[config.mk]
export PLATFORM = sky130hd
export DESIGN_NAME = scan_mux
export DESIGN_NICKNAME = d
export VERILOG_FILES = /design/src/rtl/scan_mux.sv
export SDC_FILE = /design/constraint.sdc
export NUM_CORES = 1
export LEC_CHECK = 0
export BUFFER_PORTS_ARGS = -buffer_cell sky130_fd_sc_hd__buf_2
export CAP_MARGIN = 20
export CORE_AREA = 3 3 40 42
export CTS_CLUSTER_SIZE = 14
export DETAILED_ROUTE_END_ITERATION = 10
export DIE_AREA = 0 0 43 45
export PLACE_DENSITY = 0.67
export SYNTH_ARGS = -nofsm -noshare
export SYNTH_HDL_FRONTEND = slang
export SYNTH_SLANG_ARGS = --single-unit
export TNS_END_PERCENT = 50
[constraint.sdc]
create_clock -name clk -period 2.4 [get_ports clk]
set_clock_uncertainty 0.05 [all_clocks]
set_input_delay 0.24 -clock clk [delete_from_list [all_inputs] [get_ports clk]]
set_output_delay 0.24 -clock clk [all_outputs]
set_load 0.005 [all_outputs]
[src/rtl/scan_mux.sv]
// scan_mux: registered N:1 channel selector with manual select and auto-scan
// modes, holding each captured sample under a valid/ready handshake.
module scan_mux #(
    parameter  int WIDTH    = 1,
    parameter  int CHANNELS = 8,
    localparam int SEL_W    = $clog2(CHANNELS)
) (
    input  logic                      clk,
    input  logic                      rst_n,
    input  logic [CHANNELS*WIDTH-1:0] d_in,
    input  logic [SEL_W-1:0]          sel,
    input  logic                      mode,
    input  logic                      en,
    input  logic                      out_ready,
    output logic [WIDTH-1:0]          y,
    output logic                      y_valid,
    output logic [SEL_W-1:0]          y_ch,
    output logic                      y_last,
    output logic                      sel_err
);

    localparam logic [SEL_W-1:0] LAST_CH = SEL_W'(CHANNELS - 1);

    logic [WIDTH-1:0] y_q, y_d;
    logic             y_valid_q, y_valid_d;
    logic [SEL_W-1:0] y_ch_q, y_ch_d;
    logic             y_last_q, y_last_d;
    logic             sel_err_q, sel_err_d;
    logic [SEL_W-1:0] ptr_q, ptr_d;

    logic             capture;
    logic             sel_ok;
    logic [SEL_W-1:0] idx;
    logic [WIDTH-1:0] mux_data;

    // Channel mux: scan pointer in auto mode, sel in manual mode; out-of-range
    // indices match no channel and yield zero.
    always_comb begin
        capture  = en && (!y_valid_q || out_ready);
        sel_ok   = ({1'b0, sel} < (SEL_W + 1)'(CHANNELS));
        idx      = mode ? ptr_q : sel;
        mux_data = '0;
        for (int unsigned k = 0; k < CHANNELS; k++) begin
            if (idx == SEL_W'(k)) begin
                mux_data = d_in[k*WIDTH +: WIDTH];
            end
        end
    end

    // Next-state for the held sample, handshake flag and scan pointer.
    always_comb begin
        y_d       = y_q;
        y_valid_d = y_valid_q;
        y_ch_d    = y_ch_q;
        y_last_d  = y_last_q;
        sel_err_d = sel_err_q;
        ptr_d     = ptr_q;

        if (capture) begin
            y_valid_d = 1'b1;
            y_d       = mux_data;
            y_ch_d    = idx;
            if (mode) begin
                y_last_d  = (ptr_q == LAST_CH);
                sel_err_d = 1'b0;
            end else begin
                y_last_d  = 1'b0;
                sel_err_d = !sel_ok;
            end
        end else if (out_ready) begin
            y_valid_d = 1'b0;
        end

        // Pointer parks at 0 in manual mode so a scan always starts at channel 0.
        if (!mode) begin
            ptr_d = '0;
        end else if (capture) begin
            ptr_d = (ptr_q == LAST_CH) ? '0 : ptr_q + 1'b1;
        end
    end

    // State registers with asynchronous active-low reset.
    always_ff @(posedge clk or negedge rst_n) begin
        if (!rst_n) begin
            y_q       <= '0;
            y_valid_q <= 1'b0;
            y_ch_q    <= '0;
            y_last_q  <= 1'b0;
            sel_err_q <= 1'b0;
            ptr_q     <= '0;
        end else begin
            y_q       <= y_d;
            y_valid_q <= y_valid_d;
            y_ch_q    <= y_ch_d;
            y_last_q  <= y_last_d;
            sel_err_q <= sel_err_d;
            ptr_q     <= ptr_d;
        end
    end

    assign y       = y_q;
    assign y_valid = y_valid_q;
    assign y_ch    = y_ch_q;
    assign y_last  = y_last_q;
    assign sel_err = sel_err_q;

endmodule

==> results of run 1 <==
==> metrics by stage <==
| step | instance area (sq um) | hold slack (ns) | power [mW] | cells | utilization |
|---|---|---|---|---|---|
| after floorplan | 502 | -0.106 | 0.216 | 42 | - |
| after global placement | 603 | 0.0503 | 0.243 | 75 | 0.469 |
| final | 639 | 0.180 | 0.357 | 80 | 0.498 |
| after detailed placement | 603 | 0.0512 | 0.246 | 75 | 0.469 |
| after CTS | 639 | 0.173 | 0.364 | 80 | 0.498 |
| after global routing | 639 | 0.179 | 0.380 | 80 | 0.498 |
==> how the worst min path moves through the flow <==
stage                      from  endpoint  slack (ns)  cells after the start
after floorplan           rst_n  ptr_q[0]       -0.11                      0
after global placement    rst_n   y_ch[2]        0.05                      1
after detailed placement  rst_n   y_ch[2]        0.05                      1
after CTS                    en   y_valid        0.17                      2
after global routing         en   y_valid        0.18                      2
final                        en   y_valid        0.18                      2
==> cells in the mapped netlist (2+ instances only) <==
cell type / number / area share
mux4_1: 2 / 0.10
nand2b_1: 2 / 0.025
o21ai_1: 2 / 0.020
mux2i_1: 2 / 0.040
ha_1: 2 / 0.050
mux2_2: 3 / 0.067
nand3_1: 2 / 0.020
nand2_1: 8 / 0.060
dfrtp_1: 9 / 0.45
a21boi_2: 2 / 0.045
==> report_power, final <==
part           total (mW)  switching (mW)  internal [mW]
sequential          0.173         0.00738          0.166
combinational      0.0695          0.0294         0.0400
clock               0.114          0.0505         0.0639
==> state kept, by name, summed over array words and instances (netlist names) <==
register and count:
y_last 1, ptr_q 3, y_valid 1, y_ch 3
y 1
==> routing by layer <==
| layer | share of wire | GRT usage | wire length, um | up-vias |
|---|---|---|---|---|
| met4 | 0 | 0.0361 | 0 | 0 |
| met1 | 0.41 | 0.110 | 387 | 182 |
| met5 | 0 | 0 | 0 | - |
| met2 | 0.53 | 0.186 | 506 | 12 |
| met3 | 0.063 | 0.0598 | 60 | 0 |
| li1 | - | - | - | 192 |
==> area by class of cell <==
class	instances	area, sq um	area share
multi-input combinational	30	254	0.397
sequential	9	225	0.352
tap	15	18.8	0.0294
timing repair buffer	22	115	0.180
clock buffer	4	26.3	0.0411
==> timing repair <==
item	4_1_cts	5_1_grt
endpoints found under the hold margin	9	0
hold buffers	1	0
buffers inserted	0	0
==> kinds of logic (layout without fill, tap and decap cells) <==
| kind of cell | after synthesis | after routing | synth area share |
|---|---|---|---|
| other cells | 1 | 1 | 0.00747 |
| simple gates | 13 | 13 | 0.117 |
| fa+ha+maj | 2 | 2 | 0.0499 |
| flops | 9 | 9 | 0.449 |
| buf+inv | 3 | 26 | 0.0449 |
| mux | 8 | 8 | 0.242 |
| compound gates | 6 | 6 | 0.0898 |
==> results.txt, run 1 <==
status: finished, final reports clean
CP max stage cell: mux4_1
number of I/O pins: 23
maximum clock path buffer count: 2
Overflow after GRT: 0
Critical path buffers and inverters: 0
P per Cell Area: 558 nW/um^2
Async S/R FF share, synth: 1.00
Worst Setup End Kind: flip-flop
critical path depth in cells: 4
fin crit period: 1.52 ns
R2R cell count: 4
CP top delay family: multiplexers
max incr delay on CP: 0.44 ns
Pre-Repair DR Iteration Count: 2
clk slew on worst S/H paths: 0.06 ns
vias per cell: 4.83
Synth cell types: 18
final-report hold violation count: 0
Die X: 43 um
RSZ-0062 raised after global routing: false
height of the die: 45 um
first-pass GRT wire length: 1460 um
top_reg_cell synth: dfrtp_1
vias in the first global route: 367
mean routed wirelength per cell: 11.9 um
RD Place Congestion: 0.767
layout cells sized above 1: 0.462
PortBufs: 21
CTS tree: done
Post-Synthesis Cells: 42
Avg Synthesized Cell Area: 11.9 sq um
sequential share of the synthesized area: 0.449
Root Driver: clkbuf_4
worst r2r src: ptr_q[0]
CTS H-tree lvls: 1
CP startpoint kind: flip-flop
synth warn: 0
cell row count: 13
Placement Setup Slack: 0.805 ns
crit share post-route: 0.632
CTS Buf Count: 3
Worst R2R End: y
total track usage: 0.107
Arr. time, crit path: 1.60 ns
clk sinks: 9
DRC viols: 0
post_cts resized: 0
synthesized area: 502 sq um
number of flops mapped to enable cells by yosys: 0
Setup TNS: 0 ns
critical path class: flip-flop to flip-flop
Final setup viols: 0
Critical Path Sink: y
largest net degree at the start of global routing: 13
Worst IR Drop VDD: 0.000335 V
initial antenna violation count: 0
Core Region: 1280 sq um
number of synthesized register bits: 9
DR iter-0 viols: 5
reg2reg setup slack: 0.88 ns
Final ANT Viol Nets: 0
Layout Nets: 84
worst hold path class: input pin to flip-flop
Vias: 386
PnR worst setup slack: 0.883 ns
Post-Route WL: 955 um
max-slew violations: 0
syn_nets: 60
Starting Density: 0.390
Crit path required time: 2.49 ns
Leakage: 0.333 nW
die footprint: 1940 sq um
hpwl dp: 754 um
crit-path cells: mux2_4 > mux4_1 > mux2i_1 > o21ai_1
crit-path max FO: 4
area grow syn2layout: 27.4%
diodes inserted: 0
clk_lat worst skew: 0.26 ns
Critical Path Source: ptr_q[0]
max-cap violations: 0
Peak Freq: 0.659 GHz
commonest non-fill, non-tap cells in the layout: buf_2, dfrtp_1, nand2_1
leading cell type in the layout, fill and taps excluded: buf_2
fillers: 123
No activity file was read; power rests on OpenSTA's default activity.
==> run 2: changes to the inputs <==
Clock period 2.4 ns to 1.4 ns, I/O delays scaled along.
==> results.txt, run 2 (same netlist as run 1, synthesis figures left out) <==
hold_sp: en
mean routed wirelength per cell: 11.6 um (-3.0%)
layout cells sized above 1: 0.529 (+0.0670)
leading cell type in the layout, fill and taps excluded: buf_2
PortBufs: 21 (unchanged)
CTS tree: done
crit-path max FO: 3 (-1)
Placed Area: 618 sq um (+2.5%)
crit share post-route: 1.05 (+0.421)
initial antenna violation count: 0 (unchanged)
commonest non-fill, non-tap cells in the layout: buf_2, dfrtp_1, nand2_1
total track usage: 0.126 (+0.0184)
max incr delay on CP: 0.41 ns (-0.03 ns)
CTS Buf Count: 3 (unchanged)
PnR worst setup slack: -0.0744 ns (-0.958 ns)
largest net degree at the start of global routing: 10 (-3)
non-filler instance count after layout: 85 (+6.3%)
CTS H-tree lvls: 1 (unchanged)
Pre-Repair DR Iteration Count: 2 (unchanged)
Starting Density: 0.390 (unchanged)
Critical path buffers and inverters: 0 (unchanged)
fin crit period: 1.47 ns (-0.0424 ns)
Tot Pwr: 0.629 mW (+76%)
Crit path required time: 1.50 ns (-0.99 ns)
CP startpoint kind: flip-flop
Final setup viols: 2 (+2)
RD Place Congestion: 0.752 (-2.1%)
number of I/O pins: 23 (unchanged)
Hold Path Depth: 2 (unchanged)
reg2reg setup slack: -0.07 ns (-0.96 ns)
hpwl dp: 799 um (+6.0%)
DRC viols: 0 (unchanged)
worst r2r src: ptr_q[0]
failing checks: setup timing
Overflow after GRT: 0 (unchanged)
hold endpoint: y_valid
Final ANT Viol Nets: 0 (unchanged)
Worst R2R End: y
clk slew on worst S/H paths: 0.06 ns (about the same)
DR iter-0 viols: 1 (-4)
Post-Route WL: 984 um (+3.0%)
Setup TNS: -0.0771 ns (-0.0771 ns)
max-cap violations: 0 (unchanged)
critical path class: flip-flop to flip-flop
max-slew violations: 0 (unchanged)
Placed Cells incl. Taps: 78 (+4.0%)
die footprint: 1940 sq um (unchanged)
Die X: 43 um (unchanged)
clk_lat worst skew: 0.26 ns (about the same)
area grow syn2layout: 33.4%
final instance area: 669 sq um (+4.7%)
vias per cell: 4.81 (-0.27%)
cell row count: 13 (unchanged)
Layout Nets: 89 (+6.0%)
RSZ-0062 raised after global routing: true
first-pass GRT wire length: 1640 um (+12%)
final-report hold violation count: 0 (unchanged)
P per Cell Area: 940 nW/um^2 (+68%)
clk sinks: 9 (unchanged)
Vias: 409 (+6.0%)
CP max stage cell: mux4_2
Peak Freq: 0.678 GHz (+2.9%)
R2R cell count: 4 (unchanged)
crit-path cells: mux2_4 > mux4_2 > mux2i_1 > o21ai_1
Leakage: 0.350 nW (+5.0%)
Worst Setup End Kind: flip-flop
diodes inserted: 0 (unchanged)
Arr. time, crit path: 1.57 ns (-0.03 ns)
Placement Setup Slack: -0.0879 ns (-0.892 ns)
status: finished with violations
maximum clock path buffer count: 2 (unchanged)
Core Region: 1280 sq um (unchanged)
worst hold path class: input pin to flip-flop
vias in the first global route: 389 (+6.0%)
Worst IR Drop VDD: 0.000551 V (+64%)
Root Driver: clkbuf_4
CP top delay family: multiplexers
height of the die: 45 um (unchanged)
## run 2: cell count changes in the layout (fill, tap and decap cells not counted), sizes merged
cell,change
buf,+5
## run 2: cell type report
type,count,area (sq um)
Sequential cell,9,225
Clock buffer,4,26.3
Fill cell,132,616
Multi-Input combinational cell,30,246
Tap cell,15,18.8
Timing Repair Buffer,27,153
## run 2: worst max-delay path by stage
stage,endpoint,startpoint,depth (start not counted)
5_1_grt,y,ptr_q[0],4
4_1_cts,y,ptr_q[0],4
2_1_floorplan,y,ptr_q[0],4
6_report,y,ptr_q[0],4
3_3_place_gp,y,ptr_q[0],4
3_5_place_dp,y,ptr_q[0],4
## run 2: per-stage QoR
stage           util  hold slack (ns)
6_report       0.521           0.0848
5_1_grt        0.521           0.0748
4_1_cts        0.521           0.0757
3_5_place_dp   0.481          -0.0492
3_3_place_gp   0.481          -0.0469
2_1_floorplan      -           -0.206
## run 2: report_power, final
| group | internal [mW] | switching (mW) | leakage, nW | total (mW) |
|---|---|---|---|---|
| Clock | 0.110 | 0.0858 | 0.0150 | 0.195 |
| Combinational | 0.0820 | 0.0557 | 0.218 | 0.138 |
| Sequential | 0.284 | 0.0122 | 0.116 | 0.296 |
| Total | 0.476 | 0.154 | 0.350 | 0.629 |
## run 2: routing by layer
layer  vias up  track usage  wire length [um]
met1       186        0.137               393
met4         0       0.0904                25
li1        205            -                 -
met2        14        0.183               495
met5         -            0                 0
met3         4       0.0717                70
## run 2: repair_timing
| action | 4_1_cts | 5_1_grt |
|---|---|---|
| hold buffers | 1 | 0 |
| hold endpoints to repair | 9 | 0 |
| pin swaps | 0 | 0 |
| buffers inserted | 2 | 0 |
| setup endpoints to repair | 2 | 2 |
| gates resized for setup | 0 | 0 |
